<file path="src/rtl/vme_msfsm_arb_ctrl.sv">
// Round-robin arbiter of NCH VME-style requesters onto one lds/ldtack device handshake, split into channel and device FSMs.
// Optional ldtack timeout (sticky per-channel err) is built when MSFSM_LDTACK_TIMEOUT_EN is defined.
module vme_msfsm_arb_ctrl #(
  parameter int NCH  = 2,
  parameter int DW   = 8,
  parameter int TO_W = 8
) (
  input  logic              clk,
  input  logic              reset,
  input  logic [NCH-1:0]    dsr,
  input  logic [NCH-1:0]    dsw,
  input  logic [NCH*DW-1:0] wdata,
  output logic [NCH-1:0]    dtack,
  output logic [NCH-1:0]    grant,
  output logic [DW-1:0]     rdata,
  output logic [NCH-1:0]    err,
  output logic              lds,
  input  logic              ldtack,
  output logic              d,
  output logic              dev_we,
  output logic [DW-1:0]     dev_wdata,
  input  logic [DW-1:0]     dev_rdata
);

  localparam int IW = (NCH > 1) ? $clog2(NCH) : 1;

  if (NCH < 2 || NCH > 8 || DW < 1 || TO_W < 1) begin : g_bad_cfg
    $error("vme_msfsm_arb_ctrl: unsupported parameter set");
  end

  typedef enum logic [2:0] {C_IDLE, C_GRANT, C_WAIT, C_ACK, C_REL} cst_e;
  typedef enum logic [1:0] {D_IDLE, D_UP, D_DN} dst_e;

  cst_e cst_q, cst_d;
  dst_e dst_q, dst_d;

  logic [NCH-1:0] req, grant_q, grant_d;
  logic [IW-1:0]  sel, owner_q, owner_d, last_q, last_d;
  logic [DW-1:0]  wsel, wdat_q, wdat_d, rdata_q, rdata_d;
  logic           we_q, we_d, d_q, d_d, dten_q, dten_d;
  logic           req_own, tmo, to_hold;

  // First requester strictly after 'last'; scanning farthest-first lets the nearest overwrite.
  function automatic logic [IW-1:0] rr_pick(input logic [NCH-1:0] r, input logic [IW-1:0] last);
    logic [IW-1:0] p;
    p = last;
    for (int k = NCH; k >= 1; k--) begin
      int c;
      c = (int'(last) + k) % NCH;
      if (r[c[IW-1:0]]) p = c[IW-1:0];
    end
    return p;
  endfunction

  assign req     = dsr | dsw;
  assign sel     = rr_pick(req, last_q);
  assign req_own = req[owner_q];

  always_comb begin
    wsel = '0;
    for (int i = 0; i < NCH; i++)
      if (sel == IW'(i)) wsel = wdata[i*DW +: DW];
  end

  always_ff @(posedge clk or negedge reset) begin
    if (!reset) begin
      cst_q <= C_IDLE;
      dst_q <= D_IDLE;
    end else begin
      cst_q <= cst_d;
      dst_q <= dst_d;
    end
  end

  always_comb begin
    cst_d = cst_q;
    unique case (cst_q)
      C_IDLE:  if (|req) cst_d = C_GRANT;
      C_GRANT: cst_d = C_WAIT;
      C_WAIT: begin
        if (ldtack)   cst_d = req_own ? C_ACK : C_REL;
        else if (tmo) cst_d = C_ACK;
      end
      C_ACK:   if (!req_own) cst_d = C_REL;
      C_REL:   if (!ldtack) cst_d = C_IDLE;
      default: cst_d = C_IDLE;
    endcase
  end

  // Device side follows the channel FSM: strobe up after the grant, down once the channel releases.
  always_comb begin
    dst_d = dst_q;
    unique case (dst_q)
      D_IDLE:  if (cst_q == C_GRANT) dst_d = D_UP;
      D_UP:    if (cst_d == C_REL) dst_d = D_DN;
      D_DN:    if (cst_q == C_REL && !ldtack) dst_d = D_IDLE;
      default: dst_d = D_IDLE;
    endcase
  end

  always_comb begin
    grant_d = grant_q;
    owner_d = owner_q;
    last_d  = last_q;
    we_d    = we_q;
    wdat_d  = wdat_q;
    rdata_d = rdata_q;
    if (cst_q == C_IDLE && |req) begin
      owner_d = sel;
      grant_d = {{(NCH-1){1'b0}}, 1'b1} << sel;
      we_d    = dsw[sel];
      wdat_d  = wsel;
    end
    if (cst_q == C_WAIT && ldtack && !we_q) rdata_d = dev_rdata;
    if (cst_q == C_REL && !ldtack) begin
      last_d  = owner_q;
      grant_d = '0;
    end
    // d only on a real ldtack; a timeout enters ACK with d low. dtack lags ACK entry by one edge.
    d_d    = (cst_d == C_ACK) && ((cst_q == C_ACK) ? d_q : ldtack);
    dten_d = (cst_q == C_ACK) && (cst_d == C_ACK);
  end

  always_ff @(posedge clk or negedge reset) begin
    if (!reset) begin
      grant_q <= '0;
      owner_q <= IW'(NCH - 1);
      last_q  <= IW'(NCH - 1);
      we_q    <= 1'b0;
      wdat_q  <= '0;
      rdata_q <= '0;
      d_q     <= 1'b0;
      dten_q  <= 1'b0;
    end else begin
      grant_q <= grant_d;
      owner_q <= owner_d;
      last_q  <= last_d;
      we_q    <= we_d;
      wdat_q  <= wdat_d;
      rdata_q <= rdata_d;
      d_q     <= d_d;
      dten_q  <= dten_d;
    end
  end

`ifdef MSFSM_LDTACK_TIMEOUT_EN
  localparam logic [TO_W-1:0] TO_MAX  = '1;
  localparam logic [TO_W-1:0] TO_TRIG = TO_W'((1 << TO_W) - 2);

  logic [TO_W-1:0] cnt_q, cnt_d;
  logic [NCH-1:0]  err_q, err_d;
  logic            to_q, to_d;

  // Fires on the WAIT edge at which the counter would reach its ceiling.
  assign tmo = (cst_q == C_WAIT) && !ldtack && (cnt_q == TO_TRIG);

  always_comb begin
    cnt_d = cnt_q;
    err_d = err_q;
    to_d  = to_q;
    if (cst_q == C_IDLE && |req) begin
      err_d[sel] = 1'b0;
      to_d       = 1'b0;
    end
    if (cst_q == C_GRANT) cnt_d = '0;
    else if (cst_q == C_WAIT && !ldtack && cnt_q != TO_MAX) cnt_d = cnt_q + 1'b1;
    if (tmo) begin
      err_d[owner_q] = 1'b1;
      to_d           = 1'b1;
    end
  end

  always_ff @(posedge clk or negedge reset) begin
    if (!reset) begin
      cnt_q <= '0;
      err_q <= '0;
      to_q  <= 1'b0;
    end else begin
      cnt_q <= cnt_d;
      err_q <= err_d;
      to_q  <= to_d;
    end
  end

  assign err     = err_q;
  assign to_hold = to_q;
`else
  assign tmo     = 1'b0;
  assign err     = '0;
  assign to_hold = 1'b0;
`endif

  assign lds       = ((cst_q == C_WAIT) || (cst_q == C_ACK && !to_hold)) && (dst_q == D_UP);
  assign dtack     = grant_q & {NCH{dten_q}};
  assign grant     = grant_q;
  assign rdata     = rdata_q;
  assign d         = d_q;
  assign dev_we    = we_q;
  assign dev_wdata = wdat_q;

endmodule
</file>
<file path="config.mk">
export PLATFORM = sky130hd
export DESIGN_NAME = vme_msfsm_arb_ctrl
export DESIGN_NICKNAME = d
export VERILOG_FILES = /design/src/rtl/vme_msfsm_arb_ctrl.sv
export SDC_FILE = /design/constraint.sdc
export NUM_CORES = 1
export LEC_CHECK = 0
export CORE_AREA = 4 4 63 71
export CTS_BUF_LIST = sky130_fd_sc_hd__clkbuf_16
export CTS_CLUSTER_DIAMETER = 50
export DETAILED_ROUTE_END_ITERATION = 6
export DIE_AREA = 0 0 67 75
export PLACE_DENSITY = 0.77
export SYNTH_ARGS = -nofsm -noshare
export SYNTH_HDL_FRONTEND = slang
export SYNTH_SLANG_ARGS = --single-unit
</file>
<file path="constraint.sdc">
create_clock -name clk -period 1.4 [get_ports clk]
set_clock_uncertainty 0.05 [all_clocks]
set_input_delay 0.21 -clock clk [delete_from_list [all_inputs] [get_ports clk]]
set_output_delay 0.21 -clock clk [all_outputs]
set_load 0.02 [all_outputs]
</file>
==> reports/results.ini <==
[status]
status=finished, violations left
violations=negative setup slack

[logic_synthesis]
yosysWarnings=0
synth-seq-area-share=0.506
synth_top_area_frac=0.468
synth-seq-cells=28
syn_avg_cell_area_sq_um=10.9
yosys.area.top_type=dfrtp_1
ys.flop_type=dfrtp_1
synth_area_leaders=dfrtp_1 47%, mux2_2 8.1%, dfstp_2 3.8%
ys_types=42
syn_inst=127
synth_edf_count=0
synth.cell_area_sq_mm=0.00139
async_reset_ff_frac=1.00

[finish]
area_growth_pct=73.0
antenna_cells=0
final_cell_area_sq_mm=0.00240
drive_gt1_frac=0.317
final_nets=240
n_fill_cell=321

[global_routing]
overflow=0
grt_pass1_wl_um=7350
gr-usage-all-layers=0.199
grt_pass1_vias=1496
antenna_found_initial=0
grt_max_degree=29

[clocking]
hold_buffers=0
numCtsBuffers=3
cts_htree_levels=1
clk_pin_slew_ps=70
cts_tree=built
root_buffer=clkbuf_16
cts.sinks=28
max-clock-path-buffers=2
insertion_delay_ps=260

[setup_path]
ff2ff_path_depth=3
critPathArrivalTime_ps=1580
cp_data_required_time_ps=1490
r2r_slack_ps=-80
worstSetupPathType=reg -> reg
end_kind=flop
rr_startpoint=owner_q
start_kind=flop
r2r_end=dst_q[0]
cp-startpoint=owner_q
cp_max_fo=3

[detailed_routing]
wl_met1_um=1780
wirelength_um=4880
ant_nets=0
wl_per_cell_um=18.8
drc=0
num_vias=1392
drt-initial-drc-count=76
dr.pass1.iters=4
vias_per_cell=5.35
detailroute.wirelength.met3_um=264
route.met2.wl_um=2660
top_layer_used=met4

[die]
die_h_um=75
die_area_sq_mm=0.00503
rows=24
ios=56
initial_core_util=0.364
dieWidth_um=67
core-area_sq_mm=0.00381

[place]
portBuffers=53
post_dp_cell_area_sq_mm=0.00215
dpl.hpwl_um=3190
pre_cts_ws_ps=-463
gp_congestion=0.894

[pwr]
p_leak_uw=0.00105
peakVddDrop_v=0.000806
p_per_area_mw_per_mm2=2220

[sta]
drv_slew=0
hold_ws_ps=256
setup-violations-final=18
finalCritPeriodShare=1.06
fin_crit_ps=1480
finalWorstSetupSlack_ps=-82.6
rsz0062_at_grt=true
fmax_mhz=675
hold_viol=0

[worst_hold_path]
hold_path.class=in -> async

[flow_run]
maxCapViolations=0

power breakdown:
part           total, uW  switching [uW]  internal, uW
clock network        859             289           570
registers           1520             297          1230
logic               2940            1450          1490
worst max-delay path by stage:
| stage | end | slack [ps] |
|---|---|---|
| floorplan | rdata[0] | -150 |
| global placement | grant[0] | -400 |
| detailed placement | dev_wdata[5] | -460 |
| CTS | rdata[5] | -100 |
| global route | rdata[5] | -130 |
| finish | dst_q[0] | -80 |
through the flow:
step	std cells	total power (uW)	TNS [ps]	utilization
after global placement	251	4030	-9220	0.565
after detailed placement	251	4160	-9780	0.565
after CTS	259	5160	-1010	0.619
final	260	5320	-934	0.630
after global routing	260	5610	-2110	0.630
after floorplan	128	2890	-1360	-
cell usage after synthesis, drive strengths merged, types with 2 or more instances:
cell type / n
nor4: 2
nand3: 8
dfrtp: 26
mux2: 10
nor4b: 2
or3: 2
nor3b: 2
a31oi: 8
nor2: 7
buf: 6
o22ai: 2
nor3: 2
or3b: 2
and2: 4
o21a: 2
o21ai: 8
a21oi: 10
dfstp: 2
nand2b: 5
critical path: stages, from the launching register on:
cell      delay, ps
dfstp_2         560
or3b_4          430
a211oi_2        220
o22ai_1         100
kinds of logic (layout without fill, tap and decap cells):
logic type             after synthesis  in the layout  synth area share
AOI/OAI and AO/OA                   40             40             0.185
buffers and inverters                8             88            0.0342
DFF                                 28             28             0.506
muxes                               11             11            0.0883
other                                1              2           0.00270
and+or+nand+nor                     39             39             0.184
timing repair:
| item | CTS | global route |
|---|---|---|
| setup buffers | 4 | 1 |
| endpoints found under the setup margin | 49 | 28 |
| gates resized for setup | 54 | 9 |
| cloned | 0 | 0 |
| pin swaps | 3 | 6 |
placed cells by master, fill, tap and decap left out, types with 2 or more instances in the layout:
| cell | n |
|---|---|
| dfstp_2 | 2 |
| clkbuf_16 | 3 |
| dlygate4sd2_1 | 24 |
| nor4_1 | 2 |
| and2_1 | 3 |
| a21oi_1 | 9 |
| dfrtp_2 | 2 |
| nor3b_1 | 2 |
| a31oi_1 | 8 |
| mux2_4 | 9 |
| or3b_4 | 2 |
| dfrtp_1 | 24 |
| buf_4 | 23 |
| conb_1 | 2 |
| nor2_1 | 6 |
| nand3_1 | 8 |
| o21a_1 | 2 |
| buf_6 | 6 |
| nand2b_1 | 4 |
| buf_12 | 2 |
| o21ai_0 | 8 |
| clkdlybuf4s50_1 | 26 |
sequential cells by signal, summed over array words and instances, names as in the netlist, 2 cells and up:
signal	count
dst_q	2
dev_wdata	8
grant	2
rdata	8
cst_q	3
layer usage:
| metal | GRT usage | vias up |
|---|---|---|
| li1 | - | 638 |
| met1 | 0.228 | 678 |
| met2 | 0.357 | 62 |
| met3 | 0.0239 | 14 |
| met4 | 0.108 | 0 |
| met5 | 0 | - |
layout make-up:
cell class,instances,area (sq um),share of cell area
sequential,28,706,0.294
clock inverter,1,30.0,0.0125
clock buffer,3,75.1,0.0313
multi-input combinational,92,757,0.315
timing repair buffer,83,766,0.319
inverter,1,3.75,0.00156
tap,52,65.1,0.0271
(Power assumes the default switching activity.)
